**config.mk**
```make
export PLATFORM = sky130hd
export DESIGN_NAME = cpu_fetch_unit
export DESIGN_NICKNAME = d
export VERILOG_FILES = /design/src/rtl/cpu_fetch_unit_pkg.sv /design/src/rtl/cpu_fetch_unit_pc_reg.sv /design/src/rtl/cpu_fetch_unit.sv
export SDC_FILE = /design/constraint.sdc
export NUM_CORES = 1
export LEC_CHECK = 0
export BUFFER_PORTS_ARGS = -buffer_cell sky130_fd_sc_hd__buf_2
export CAP_MARGIN = 20
export CORE_UTILIZATION = 45
export DETAILED_ROUTE_END_ITERATION = 6
export PLACE_DENSITY = 0.85
export RECOVER_POWER = 25
export SYNTH_ARGS = -nofsm -noshare
export SYNTH_HDL_FRONTEND = slang
export SYNTH_HIERARCHICAL = 1
export SYNTH_SLANG_ARGS = --single-unit
```
**constraint.sdc**
```tcl
create_clock -name clk -period 1.79 [get_ports clk]
set_input_delay 0.358 -clock clk [delete_from_list [all_inputs] [get_ports clk]]
set_output_delay 0.358 -clock clk [all_outputs]
set_load 0.05 [all_outputs]
```
**src/rtl/cpu_fetch_unit_pkg.sv**
```systemverilog
// cpu_fetch_unit_pkg: shared widths, opcode encodings and fetch FSM states
package cpu_fetch_unit_pkg;
  localparam int OPCODE = 4;
  localparam int INSTR_W = 16;
  localparam int PC_W = 12;
  localparam logic [OPCODE-1:0] OP_NOP = 4'h0;
  localparam logic [OPCODE-1:0] LOADA = 4'h1;
  localparam logic [OPCODE-1:0] LOADB = 4'h2;
  localparam logic [OPCODE-1:0] STOREA = 4'h3;
  localparam logic [OPCODE-1:0] ALU_OP_ADD = 4'h4;
  localparam logic [OPCODE-1:0] ALU_OP_SUB = 4'h5;
  localparam logic [OPCODE-1:0] JUMP = 4'h6;
  localparam logic [INSTR_W-1:0] NOP_INSTR = '0;
  typedef enum logic [1:0] {F_IDLE, F_REQ, F_WAIT, F_DONE} fetch_state_t;
endpackage

```
**src/rtl/cpu_fetch_unit_pc_reg.sv**
```systemverilog
// cpu_pc_reg: program counter with jump load taking priority over a wrapping increment
module cpu_pc_reg #(
  parameter int PC_W = 12,
  parameter logic [PC_W-1:0] RESET_PC = '0
) (
  input  logic            clk,
  input  logic            rst_n,
  input  logic            jump_en_i,
  input  logic [PC_W-1:0] jump_addr_i,
  input  logic            inc_en_i,
  output logic [PC_W-1:0] pc_o
);
  logic [PC_W-1:0] pc_q, pc_d;
  always_comb pc_d = jump_en_i ? jump_addr_i : inc_en_i ? pc_q + PC_W'(1) : pc_q;
  always_ff @(posedge clk or negedge rst_n)
    if (!rst_n) pc_q <= RESET_PC;
    else pc_q <= pc_d;
  assign pc_o = pc_q;
endmodule

```
**src/rtl/cpu_fetch_unit.sv**
```systemverilog
// cpu_fetch_unit: owns PC and IR, fetches from imem via req/valid and stalls the controller
module cpu_fetch_unit #(
  parameter int INSTR_W = cpu_fetch_unit_pkg::INSTR_W,
  parameter int PC_W = cpu_fetch_unit_pkg::PC_W,
  parameter logic [PC_W-1:0] RESET_PC = '0,
  parameter int MAX_WAIT = 15
) (
  input  logic                                          clk,
  input  logic                                          rst_n,
  input  logic                                          loadIR,
  input  logic                                          loadPC,
  input  logic                                          jump_en,
  input  logic [PC_W-1:0]                               jump_addr,
  output logic                                          imem_req,
  output logic [PC_W-1:0]                               imem_addr,
  input  logic [INSTR_W-1:0]                            imem_rdata,
  input  logic                                          imem_valid,
  output logic [cpu_fetch_unit_pkg::OPCODE-1:0]         opcode,
  output logic [INSTR_W-cpu_fetch_unit_pkg::OPCODE-1:0] operand,
  output logic [PC_W-1:0]                               pc,
  output logic                                          ir_valid,
  output logic                                          fetch_busy,
  output logic                                          fetch_err
);
  import cpu_fetch_unit_pkg::*;
  localparam int CW = $clog2(MAX_WAIT + 1);
  fetch_state_t state_q, state_d;
  logic [INSTR_W-1:0] ir_q, ir_d;
  logic [PC_W-1:0] addr_q, addr_d;
  logic [CW-1:0] cnt_q, cnt_d;
  logic pc_inc_q, pc_inc_d, ir_valid_q, ir_valid_d, err_q, err_d, timeout;
  always_comb begin
    state_d = state_q;
    ir_d = ir_q;
    addr_d = addr_q;
    cnt_d = cnt_q;
    pc_inc_d = pc_inc_q;
    ir_valid_d = ir_valid_q;
    err_d = err_q;
    timeout = cnt_q == CW'(MAX_WAIT - 1);
    case (state_q)
      F_IDLE: if (loadIR) begin
        state_d = F_REQ;
        pc_inc_d = loadPC;
        ir_valid_d = 1'b0;
      end
      F_REQ: begin
        state_d = F_WAIT;
        cnt_d = '0;
        addr_d = pc;
      end
      F_WAIT: if (imem_valid) begin
        ir_d = imem_rdata;
        state_d = F_DONE;
      end else if (timeout) begin
        ir_d = INSTR_W'(NOP_INSTR);
        err_d = 1'b1;
        state_d = F_DONE;
      end else cnt_d = cnt_q + CW'(1);
      F_DONE: begin
        ir_valid_d = 1'b1;
        state_d = F_IDLE;
      end
      default: state_d = F_IDLE;
    endcase
  end
  always_ff @(posedge clk or negedge rst_n)
    if (!rst_n) begin
      state_q <= F_IDLE;
      ir_q <= '0;
      addr_q <= RESET_PC;
      cnt_q <= '0;
      pc_inc_q <= 1'b0;
      ir_valid_q <= 1'b0;
      err_q <= 1'b0;
    end else begin
      state_q <= state_d;
      ir_q <= ir_d;
      addr_q <= addr_d;
      cnt_q <= cnt_d;
      pc_inc_q <= pc_inc_d;
      ir_valid_q <= ir_valid_d;
      err_q <= err_d;
    end
  cpu_pc_reg #(.PC_W(PC_W), .RESET_PC(RESET_PC)) u_pc (
    .clk(clk),
    .rst_n(rst_n),
    .jump_en_i(jump_en),
    .jump_addr_i(jump_addr),
    .inc_en_i(state_q == F_DONE && pc_inc_q),
    .pc_o(pc)
  );
  // the address is captured in F_REQ so a jump mid-fetch cannot disturb it
  assign imem_addr = state_q == F_REQ ? pc : addr_q;
  assign imem_req = state_q == F_REQ || state_q == F_WAIT;
  assign fetch_busy = imem_req;
  assign ir_valid = ir_valid_q || state_q == F_DONE;
  assign fetch_err = err_q;
  assign opcode = ir_q[INSTR_W-1 -: OPCODE];
  assign operand = ir_q[INSTR_W-OPCODE-1:0];
endmodule

```
After elaboration in Yosys (flattened, before gate mapping)
Cells that the tools add are included.
Widths: inputs -> output; s select.
{"block": "op_classes", "order_cmp": 0, "mul": 0, "mux": 14, "add_sub_neg": 2, "n_eq_ne": 8, "div": 0, "bitwise_logic": 1, "n_reduce_logical": 14, "shift": 0}
{"cell": "$mux 12", "count": 3}
{"cell": "$mux 16", "count": 2}
{"cell": "$add 12x1->12 const B", "count": 1}
{"cell": "$mux 4", "count": 2}
{"cell": "$pmux 2 s4", "count": 1}
{"cell": "$pmux 4 s2", "count": 1}
{"cell": "$reduce_and 2->1", "count": 4}
{"cell": "$reduce_bool 2->1", "count": 4}
{"cell": "$mux 2", "count": 3}
{"cell": "$ne 2x2->1 const B", "count": 3}
{"cell": "$reduce_and 3->1", "count": 2}
{"cell": "$add 4x1->4 const B", "count": 1}
{"cell": "$eq 2x2->1 const B", "count": 2}
{"cell": "$eq 4x4->1 const B", "count": 1}
{"cell": "$ne 3x3->1 const B", "count": 1}
{"cell": "$eq 2x1->1 const B", "count": 1}
{"cell": "$logic_not 2->1", "count": 1}
{"cell": "$logic_or 1x1->1", "count": 2}
{"cell": "$pmux 1 s2", "count": 1}
{"cell": "$logic_and 1x1->1", "count": 1}
{"cell": "$mux 1", "count": 1}
{"cell": "$not 1->1", "count": 1}
{"block": "totals", "reg_bits": 49, "ramBits": 0, "inputBits": 34, "latchBits": 0, "n_memories": 0, "rom_bits": 0, "elab_cells": 47}

Depth between registers and ports, before layout
Gate-level depths: netlist of run 1.
{"block": "depth", "word_depth": 4, "depth_mapped": 7, "ltp_nobuf": 5}

By module
Netlist of run 1, hierarchy kept.
{"mod": "cpu_fetch_unit", "seq_area_each_um2": 925.9, "n_inst": 1, "cells_each": 116, "area_each_um2": 1596.5}
{"mod": "cpu_pc_reg", "seq_area_each_um2": 300.3, "n_inst": 1, "cells_each": 72, "area_each_um2": 683.2}

Worst setup path before layout of run 1
OpenSTA, ideal clock, no wires.
{"block": "synth_path", "kind": "flip-flop to flip-flop", "startpoint": "reg u_pc.pc_q[0], in the netlist u_pc/pc_o[0]", "endpoint": "reg u_pc.pc_q[8], in the netlist u_pc/pc_o[8]", "period_less_slack_ps": 1936, "slack_ps": -146, "arrival_time_ps": 1810, "required_time_ps": 1664, "stages_incl_launch_ff": 5, "path_cell_list": "dfrtp_1 ha_1 nand4_4 o311a_2 a221o_1"}
{"block": "synth_between", "elab_chain_len": 3}
{"item": "start, declared", "line_no": "cpu_fetch_unit_pc_reg.sv:13", "source": "logic [PC_W-1:0] pc_q, pc_d;"}
{"item": "start signal, assigned", "line_no": "cpu_fetch_unit_pc_reg.sv:17", "source": "else pc_q <= pc_d;"}
{"item": "$add 12x1->12", "line_no": "cpu_fetch_unit_pc_reg.sv:14", "source": "always_comb pc_d = jump_en_i ? jump_addr_i : inc_en_i ? pc_q + PC_W'(1) : pc_q;"}
{"item": "$mux 12 (2 in a row)", "line_no": "cpu_fetch_unit_pc_reg.sv:14"}
Every way passes these cells. The select of a mux whose other input is x is not followed.
A chain may end at the register's enable or synchronous reset.

Final worst setup path of run 1
{"block": "layout_path", "startpoint": "reg state_q[1]", "endpoint": "out imem_addr[10]"}
{"block": "layout_between", "elab_chain_len": 2}
{"item": "start, declared", "line_no": "cpu_fetch_unit.sv:27", "source": "fetch_state_t state_q, state_d;"}
{"item": "start signal, assigned", "line_no": "cpu_fetch_unit.sv:77", "source": "state_q <= state_d;"}
{"item": "$eq 2x1->1", "line_no": "cpu_fetch_unit.sv:94", "source": "assign imem_addr = state_q == F_REQ ? pc : addr_q;"}
{"item": "$mux 12"}
{"item": "end, declared", "line_no": "cpu_fetch_unit.sv:15", "source": "output logic [PC_W-1:0] imem_addr,"}
Every way passes these cells.

==> results.sh, run 1 <==
export IMPL_outcome="finished, violations left"
export IMPL_power_uw=6309
export IMPL_hp_class="in -> reg"
export IMPL_critPathArrivalTime_ns=1.62
export IMPL_yosysWarnings=6
export IMPL_setup_violations=17
export IMPL_syn_area_um2=2280
export IMPL_dr_wl_met2_mm=2.550
export IMPL_worstReg2RegStart="state_q[1]"
export IMPL_path_cells="inv_2, ha_4, buf_12, mux2_2, buf_6"
export IMPL_cap_violations=0
export IMPL_final_hold_viol_count=0
export IMPL_required_ns=1.43
export IMPL_hold_end="u_pc/pc_o[0]"
export IMPL_num_antenna_cells=0
export IMPL_drt_met1_wl_mm=2.482
export IMPL_core_area_um2=4786
export IMPL_crit_path_end_kind="primary output"
export IMPL_fin_crit_sh=1.107
export IMPL_cp_buffers_inverters=3
export IMPL_synth_top_family_by_area="compound AO/OA/AOI/OAI gates"
export IMPL_grtUsageTotal=0.2085
export IMPL_synth_area_leaders="dfrtp_1 (54%), a22o_1 (6.5%), mux2_2 (4.9%)"
export IMPL_synth_nets=229
export IMPL_rrSetupSlack_ns=-0.08
export IMPL_drc=0
export IMPL_min_from="jump_addr[0]"
export IMPL_grt_overflow=0
export IMPL_worst_slack_ns=-0.1915
export IMPL_synthArstFlopShare=1.000
export IMPL_seq_area_frac_synth=0.5379
export IMPL_worstPathMaxFanout=10
export IMPL_fin_util=0.6418
export IMPL_power_leakage_uw=0.001516
export IMPL_drive_gt1_frac=0.4655
export IMPL_worstMarginPinSlew_ns=0.9546
export IMPL_gp_congestion=0.8062
export IMPL_synth_xor_area_frac=0.02305
export IMPL_port_buffers=77
export IMPL_vias_per_cell=5.246
export IMPL_cp_depth=5
export IMPL_synth_largest_area_cell="dfrtp_1"
export IMPL_synth_seq_cells=49
export IMPL_layout_common_cells="buf_2 (61), dfrtp_1 (46), a22o_1 (17)"
export IMPL_met3_wirelength_um=266
export IMPL_grt_max_degree=34
export IMPL_rsz0062_at_grt="yes"
export IMPL_hold_depth=3
export IMPL_fin_skew_ns=0.009191
export IMPL_yosysUniqueCellTypes=45
export IMPL_post_route_min_period_ns=1.982
export IMPL_slew_headroom=0.3636
export IMPL_synthMuxAreaShare=0.09550
export IMPL_path_delay_family="buffers and inverters"
export IMPL_synth_compound_area_frac=0.1509
export IMPL_cts_max_path_buffers=2
export IMPL_first_global_vias=1682
export IMPL_dieWidth_um=73.18
export IMPL_worst_setup_path_type="reg -> out"
export IMPL_netlist_instances=188
export IMPL_final_common_cell="buf_2"
export IMPL_tritoncts="yes"
export IMPL_antenna_left=0
export IMPL_cts_made_buffers=5
export IMPL_grt_pass1_wl_mm=8.424
export IMPL_drtIter0Drc=129
export IMPL_reg2reg_depth=7
export IMPL_clock_sinks=49
export IMPL_ys_flop_type="dfrtp_1"
export IMPL_worstSkewPairLatency_ns=0.31
export IMPL_wirelength_mm=5.329
export IMPL_fmax_mhz=504.7
export IMPL_violations="setup timing"
export IMPL_yosys_area_share_adder=0.03842
export IMPL_fin_tns_setup_ns=-2.399
export IMPL_yosysTopAreaCellShare=0.5379
export IMPL_cp_start_kind="register"
export IMPL_routedWlPerCell_um=15.58
export IMPL_synth_simple_area_share=0.1114
export IMPL_post_place_ws_ns=-0.03573
export IMPL_synth_avg_cell_area_um2=12.13
export IMPL_row_count=25
export IMPL_hpwl_mm=3.718
export IMPL_finalNetCount=315
export IMPL_cts_root_buffer="clkbuf_8"
export IMPL_finalMaxSlewViolations=0
export IMPL_io_pins=78
export IMPL_initial_utilization=0.4763
export IMPL_firstDrtPassIters=4
export IMPL_synth_edf_count=0
export IMPL_fin_hold_ws_ns=0.2530
export IMPL_die_area_um2=5355
export IMPL_vdd_ir_drop_max_mv=1.303
export IMPL_pwr_density_cell_nw_per_um2=2054
export IMPL_rr_endpoint="u_pc/pc_o[8]"
export IMPL_dieHeight_um=73.18
export IMPL_path_clk_slew_ns=0.09
export IMPL_antenna_found_initial=0
export IMPL_area_delta_synth_final_pct=34.74
export IMPL_cp_slowest_cell="dfrtp_1"
export IMPL_cts_max_level=2
export IMPL_top_layer="met4"
export IMPL_dr_total_vias=1794
export IMPL_slowest_delay_ns=0.41
-- cell type report --
cell class                      count  area, um2
Sequential cell                    49       1230
Multi-Input combinational cell    122       1036
Clock buffer                        5      68.82
Tap cell                           67      83.83
Fill cell                         368       1714
Inverter                            6      22.52
Timing Repair Buffer               90      613.1
Clock inverter                      3      17.52
-- stage by stage --
stage	area [um2]	std cells
5_1_grt	3072	342
3_5_place_dp	2754	328
2_1_floorplan	2282	188
6_report	3072	342
3_3_place_gp	2754	328
4_1_cts	3003	339
-- repair_timing --
item                                   in CTS  in global routing
hold buffers                                1                  0
setup buffers                               2                  3
resized for setup                          43                 18
endpoints found under the hold margin      16                  0
pin swaps                                   0                  5
setup endpoints to repair                  17                 24
-- synthesized netlist by cell type, drive strengths merged, types with 5 or more instances --
cell   count
nor2       6
inv        5
nand4      5
mux2      14
a22o      17
buf        7
ha         7
mux2i      6
dfrtp     49
o21ai      7
nand2     15
-- routing by layer --
| layer | GRT usage | vias to the layer above |
|---|---|---|
| li1 | - | 860 |
| met1 | 0.2964 | 871 |
| met2 | 0.3200 | 59 |
| met3 | 0.04558 | 4 |
| met4 | 0.05882 | 0 |
| met5 | 0 | - |
-- worst max-delay path by stage --
stage / from / endpoint / slack, ns
final: state_q[1] / imem_addr[10] / -0.19
after global routing: state_q[1] / imem_addr[10] / -0.24
after CTS: state_q[1] / imem_addr[3] / -0.15
after detailed placement: state_q[0] / u_pc/pc_o[8] / -0.04
after global placement: state_q[0] / u_pc/pc_o[8] / -0.0007
after floorplan: state_q[1] / imem_addr[0] / -0.07
-- flip-flops by register name (all words and copies together), names as in the netlist --
signal,cells
fetch_err,1
u_pc/pc_o,12
ir_q,16
pc_inc_q,1
state_q,2
addr_q,12
ir_valid_q,1
cnt_q,4
-- kinds of logic after synthesis --
logic type,after synthesis
buffers and inverters,17
adders and majority gates,7
muxes,20
AOI/OAI and AO/OA,44
xor gates and xnor gates,6
DFF,49
and+or+nand+nor,45
-- power by group --
group / total [uW] / internal [uW] / switching (uW)
Combinational: 3890 / 1450 / 2440
Sequential: 1770 / 1510 / 254
Clock: 649 / 270 / 379
Total: 6310 / 3240 / 3070
-- tightest hold or removal path: stages --
cell and delay, ns:
buf_2 0.08, nand2_1 0.04, o21ai_0 0.05
Power figures use the tool's default switching activity.
==> inputs of run 2 (changes only) <==
- PLACE_DENSITY: 0.85 -> 0.77
==> run 2 against run 1 <==
Effect of this change: the flow still finishes with violations (setup timing); design area up 0.53%; clock skew down 0.0027 ns; first-iteration DRC count down 16%; sequential power about the same; critical path depth unchanged; routed wire length down 1.6%; combinational power up 4%; non-clock buffer count up 1; sequential share of layout area down 0.25 points; die area unchanged; setup slack better by 0.066 ns; worst hold slack worse by 0.023 ns.
==> results.sh, run 2 (synthesis results as in run 1) <==
export IMPL_row_count=25
export IMPL_routedWlPerCell_um=15.29
export IMPL_critPathArrivalTime_ns=1.56
export IMPL_antenna_found_initial=0
export IMPL_vias_per_cell=5.294
export IMPL_cts_max_path_buffers=2
export IMPL_violations="setup timing"
export IMPL_grt_overflow=0
export IMPL_reg2reg_depth=6
export IMPL_rrSetupSlack_ns=-0.03
export IMPL_dr_total_vias=1816
export IMPL_hpwl_mm=3.683
export IMPL_cts_made_buffers=5
export IMPL_rsz0062_at_grt="yes"
export IMPL_worst_slack_ns=-0.1255
export IMPL_finalNetCount=316
export IMPL_cts_root_buffer="clkbuf_8"
export IMPL_cts_max_level=2
export IMPL_fin_hold_ws_ns=0.2301
export IMPL_cts_hold_fix_buffers=0
export IMPL_final_hold_viol_count=0
export IMPL_setup_violations=15
export IMPL_worstSkewPairLatency_ns=0.30
export IMPL_rr_endpoint="u_pc/pc_o[8]"
export IMPL_worstReg2RegStart="state_q[1]"
export IMPL_fill_cells=399
export IMPL_crit_path_end_kind="primary output"
export IMPL_first_global_vias=1775
export IMPL_vdd_ir_drop_max_mv=1.678
export IMPL_outcome="finished, violations left"
export IMPL_slew_headroom=0.2768
export IMPL_fmax_mhz=522.1
export IMPL_grt_pass1_wl_mm=8.411
export IMPL_num_antenna_cells=0
export IMPL_finalMaxSlewViolations=0
export IMPL_grt_max_degree=31
export IMPL_drc=0
export IMPL_gp_congestion=0.8177
export IMPL_largest_register="ir_q"
export IMPL_multiInputGateArea_um2=1036
export IMPL_largest_reg_flops=16
export IMPL_fin_skew_ns=0.006523
export IMPL_required_ns=1.43
export IMPL_power_leakage_uw=0.001513
export IMPL_path_delay_family="flip-flops"
export IMPL_post_route_min_period_ns=1.916
export IMPL_antenna_left=0
export IMPL_grtUsageTotal=0.2052
export IMPL_seq_area_um2=1229
export IMPL_tritoncts="yes"
export IMPL_worst_setup_path_type="reg -> out"
export IMPL_port_buffers=77
export IMPL_firstDrtPassIters=4
export IMPL_fin_area_um2=3088
export IMPL_startpoint="state_q[1]"
export IMPL_fin_crit_sh=1.070
export IMPL_hp_class="in -> async"
export IMPL_initial_utilization=0.4763
export IMPL_worstPathMaxFanout=7
export IMPL_slowest_delay_ns=0.39
export IMPL_cap_violations=0
export IMPL_die_area_um2=5355
export IMPL_drive_gt1_frac=0.4529
export IMPL_cp_buffers_inverters=3
export IMPL_core_area_um2=4786
export IMPL_pwr_density_cell_nw_per_um2=2089
export IMPL_final_common_cell="buf_2"
export IMPL_postPlaceCellArea_um2=2756
export IMPL_path_cells="inv_2, ha_4, buf_8, mux2_4, buf_6"
export IMPL_path_clk_slew_ns=0.09
export IMPL_clock_sinks=49
export IMPL_layout_common_cells="buf_2 (61), dfrtp_1 (47), a22o_1 (17)"
export IMPL_drtIter0Drc=109
export IMPL_cp_slowest_cell="dfrtp_1"
export IMPL_area_delta_synth_final_pct=35.46
export IMPL_cp_start_kind="register"
export IMPL_dieWidth_um=73.18
export IMPL_dieHeight_um=73.18
export IMPL_io_pins=78
export IMPL_wirelength_mm=5.246
export IMPL_worstMarginPinSlew_ns=1.085
run 2: cell types whose count changed in the layout (fill, tap and decap cells not counted), moves of 2 or more:
cell / before / now
mux2_2: 5 / 1
mux2_4: 8 / 12
buf_6: 11 / 7
clkinvlp_4: 1 / 3
ha_2: 2 / 0
clkinv_2: 2 / 0
buf_8: 5 / 10
run 2: worst max-delay path by stage:
stage	end	cells after the start
after global placement	u_pc/pc_o[8]	5
final	imem_addr[0]	5
after global routing	imem_addr[0]	5
after floorplan	imem_addr[0]	5
after detailed placement	u_pc/pc_o[8]	5
after CTS	imem_addr[0]	5
run 2: cell type report:
| class | count | area share |
|---|---|---|
| Sequential cell | 49 | 0.3979 |
| Multi-Input combinational cell | 122 | 0.3355 |
| Timing Repair Buffer | 91 | 0.2026 |
| Tap cell | 67 | 0.02715 |
| Clock buffer | 5 | 0.02229 |
| Clock inverter | 3 | 0.007293 |
| Inverter | 6 | 0.007293 |
run 2: where the power goes:
| group | total (uW) | internal [uW] | switching [uW] | leakage [uW] |
|---|---|---|---|---|
| sequential | 1760 | 1510 | 247 | 0.000598 |
| clock | 657 | 274 | 383 | 0.0000364 |
| combinational | 4040 | 1580 | 2460 | 0.000879 |
| total | 6450 | 3360 | 3090 | 0.00151 |
run 2: through the flow:
step | instances | TNS [ns] | utilization | power [uW] | setup slack (ns)
2_1_floorplan | 188 | -0.5858 | - | 4331 | -0.06508
3_3_place_gp | 330 | 0 | 0.5759 | 4916 | 0.07599
3_5_place_dp | 330 | -0.002277 | 0.5759 | 4991 | -0.002277
4_1_cts | 342 | -1.565 | 0.6400 | 6332 | -0.1300
5_1_grt | 343 | -4.294 | 0.6452 | 6754 | -0.1880
6_report | 343 | -1.474 | 0.6452 | 6452 | -0.1255
run 2: routing by layer:
layer	GRT usage	vias up	routed length [um]	share of wire
li1	-	862	-	-
met1	0.2687	897	2344	0.45
met2	0.3498	52	2609	0.50
met3	0.04558	5	251	0.048
met4	0.03922	0	42	0.0080
met5	0	-	0	0
run 2: what timing repair did:
action | CTS | global route
endpoints found under the setup margin | 15 | 21
setup buffers | 4 | 1
pin swaps | 1 | 0
gates resized for setup | 55 | 10
run 2: worst register-to-register path, delay by kind of cell (launching register included):
family	cells	cell delay [ns]
AOI/OAI and AO/OA	2	0.69
and+or+nand+nor	2	0.34
buffers and inverters	1	0.13
adders and majority gates	1	0.20
DFF	1	0.37
==> inputs of run 3 (changes only) <==
- CORE_UTILIZATION: 45 -> 29
- GPL_TIMING_DRIVEN: unset -> 0
- PLACE_DENSITY: 0.77 -> 0.54
==> run 3 against run 2 <==
Effect of this change: the run still ends with setup timing left; count of clock-buffer cells in the layout is the same; final cell count up 14%; design area grew 9.4%; clock power hardly changed; power rose by 7.5%; setup slack got worse by 0.039 ns; routed wire length rose by 4.6%; combinational power increased by 12%; first-iteration DRC count decreased by 53%; sequential cell count unchanged; non-clock buffer count grew 16; fmax is 2.0% lower.
==> results.sh, run 3 (synthesis results as in run 1) <==
export IMPL_outcome="finished, violations left"
export IMPL_violations="setup timing"
export IMPL_grt_max_degree=27
export IMPL_final_hold_viol_count=0
export IMPL_largest_reg_flops=16
export IMPL_grtUsageTotal=0.1245
export IMPL_initial_utilization=0.3077
export IMPL_finalNonFillerCells=391
export IMPL_io_pins=78
export IMPL_die_area_um2=8219
export IMPL_drive_gt1_frac=0.5103
export IMPL_cap_violations=0
export IMPL_drc=0
export IMPL_crit_path_end_kind="primary output"
export IMPL_finalMaxSlewViolations=0
export IMPL_wirelength_mm=5.485
export IMPL_finalNetCount=332
export IMPL_fmax_mhz=511.6
export IMPL_post_route_min_period_ns=1.955
export IMPL_use_met2=0.1913
export IMPL_drtIter0Drc=51
export IMPL_fin_crit_sh=1.092
export IMPL_reg2reg_depth=8
export IMPL_worstPathMaxFanout=5
export IMPL_routedWlPerCell_um=14.03
export IMPL_fin_skew_ns=0.01170
export IMPL_core_area_um2=7408
export IMPL_dr_total_vias=1874
export IMPL_cp_start_kind="register"
export IMPL_layout_common_cells="buf_2 (60), dfrtp_1 (46), buf_4 (19)"
export IMPL_cts_hold_fix_buffers=0
export IMPL_area_delta_synth_final_pct=48.19
export IMPL_fin_hold_ws_ns=0.2592
export IMPL_firstDrtPassIters=4
export IMPL_cts_max_level=2
export IMPL_num_antenna_cells=0
export IMPL_cts_made_buffers=5
export IMPL_critPathArrivalTime_ns=1.60
export IMPL_setup_violations=19
export IMPL_first_global_vias=1707
export IMPL_pwr_density_cell_nw_per_um2=2053
export IMPL_hp_class="in -> reg"
export IMPL_row_count=31
export IMPL_grt_pass1_wl_mm=8.259
export IMPL_hpwl_mm=3.635
export IMPL_worstMarginPinSlew_ns=1.185
export IMPL_power_leakage_uw=0.001649
export IMPL_worst_setup_path_type="reg -> out"
export IMPL_post_place_ws_ns=-0.3960
export IMPL_dieHeight_um=90.66
export IMPL_clock_sinks=49
export IMPL_worstSkewPairLatency_ns=0.30
export IMPL_dieWidth_um=90.66
export IMPL_placedCellCount=364
export IMPL_rsz0062_at_grt="yes"
export IMPL_busiest_layer="met2"
export IMPL_hold_depth=3
export IMPL_tritoncts="yes"
export IMPL_port_buffers=76
export IMPL_grt_overflow=0
export IMPL_use_met3=0.02609
export IMPL_antenna_found_initial=0
export IMPL_vias_per_cell=4.793
export IMPL_required_ns=1.43
export IMPL_gp_congestion=0.7650
export IMPL_antenna_left=0
export IMPL_fin_area_um2=3378
export IMPL_largest_register="ir_q"
export IMPL_slew_headroom=0.2097
export IMPL_cts_root_buffer="clkbuf_8"
export IMPL_final_common_cell="buf_2"
export IMPL_postPlaceCellArea_um2=2806
export IMPL_cts_max_path_buffers=2
export IMPL_grt_use_met1=0.1771
export IMPL_worst_slack_ns=-0.1648
export IMPL_path_clk_slew_ns=0.10
export IMPL_vdd_ir_drop_max_mv=1.860
## run 3: cell types whose count changed in the layout (fill, tap and decap cells not counted), sizes merged
cell	previous run	this run
buf	89	102
clkbuf	7	10
clkinv	1	4
clkinvlp	3	0
## run 3: final timing paths
check,slack (ns),start,end
max in group asynchronous,0.39,rst_n,state_q[0]
worst max register to register,-0.12,state_q[1],u_pc/pc_o[7]
worst min register to register,0.48,fetch_err,fetch_err
worst max-delay path,-0.16,state_q[1],imem_addr[4]
min in group asynchronous,0.27,rst_n,addr_q[9]
worst min-delay path,0.26,jump_addr[0],u_pc/pc_o[0]
## run 3: repair_timing
action	in CTS	in global routing
setup buffers	8	13
pin swaps	1	7
hold endpoints to repair	0	0
cloned	0	1
gates resized for setup	50	39
setup endpoints to repair	17	33
## run 3: layout make-up
class                   instances  area (um2)
multi-input cells             122        1090
well taps                      99       123.9
clock buffers                   5       68.82
fillers                       698        4030
repair buffers                 99       732.0
flip-flops and latches         49        1230
clock inverters                 3       22.52
plain buffers                   8       83.83
inverters                       6       27.53
## run 3: through the flow
stage	power [uW]	setup TNS (ns)	util
final	6936	-2.271	0.4560
after global routing	7288	-3.768	0.4560
after CTS	6321	-2.259	0.4212
after detailed placement	5039	-3.791	0.3788
after global placement	5008	-3.755	0.3761
after floorplan	4331	-0.5858	-
## run 3: power by group
group	total, uW	internal, uW	leakage [uW]	switching, uW
Combinational	4530	1950	0.00100	2580
Sequential	1750	1510	0.000597	236
Clock	656	278	0.0000481	378
Total	6940	3740	0.00165	3200
## run 3: routing by layer
layer	vias up	wire length, um	share of wire
met2	56	2533	0.46
met3	3	233	0.042
met5	-	0	0
met1	921	2707	0.49
li1	894	-	-
met4	0	10	0.0018
## run 3: worst max-delay path, cell delays in order, from the launching register on
cell and delay (ns):
dfrtp_1 0.40, inv_2 0.08, ha_4 0.18, clkbuf_16 0.17, mux2_4 0.31, buf_6 0.16
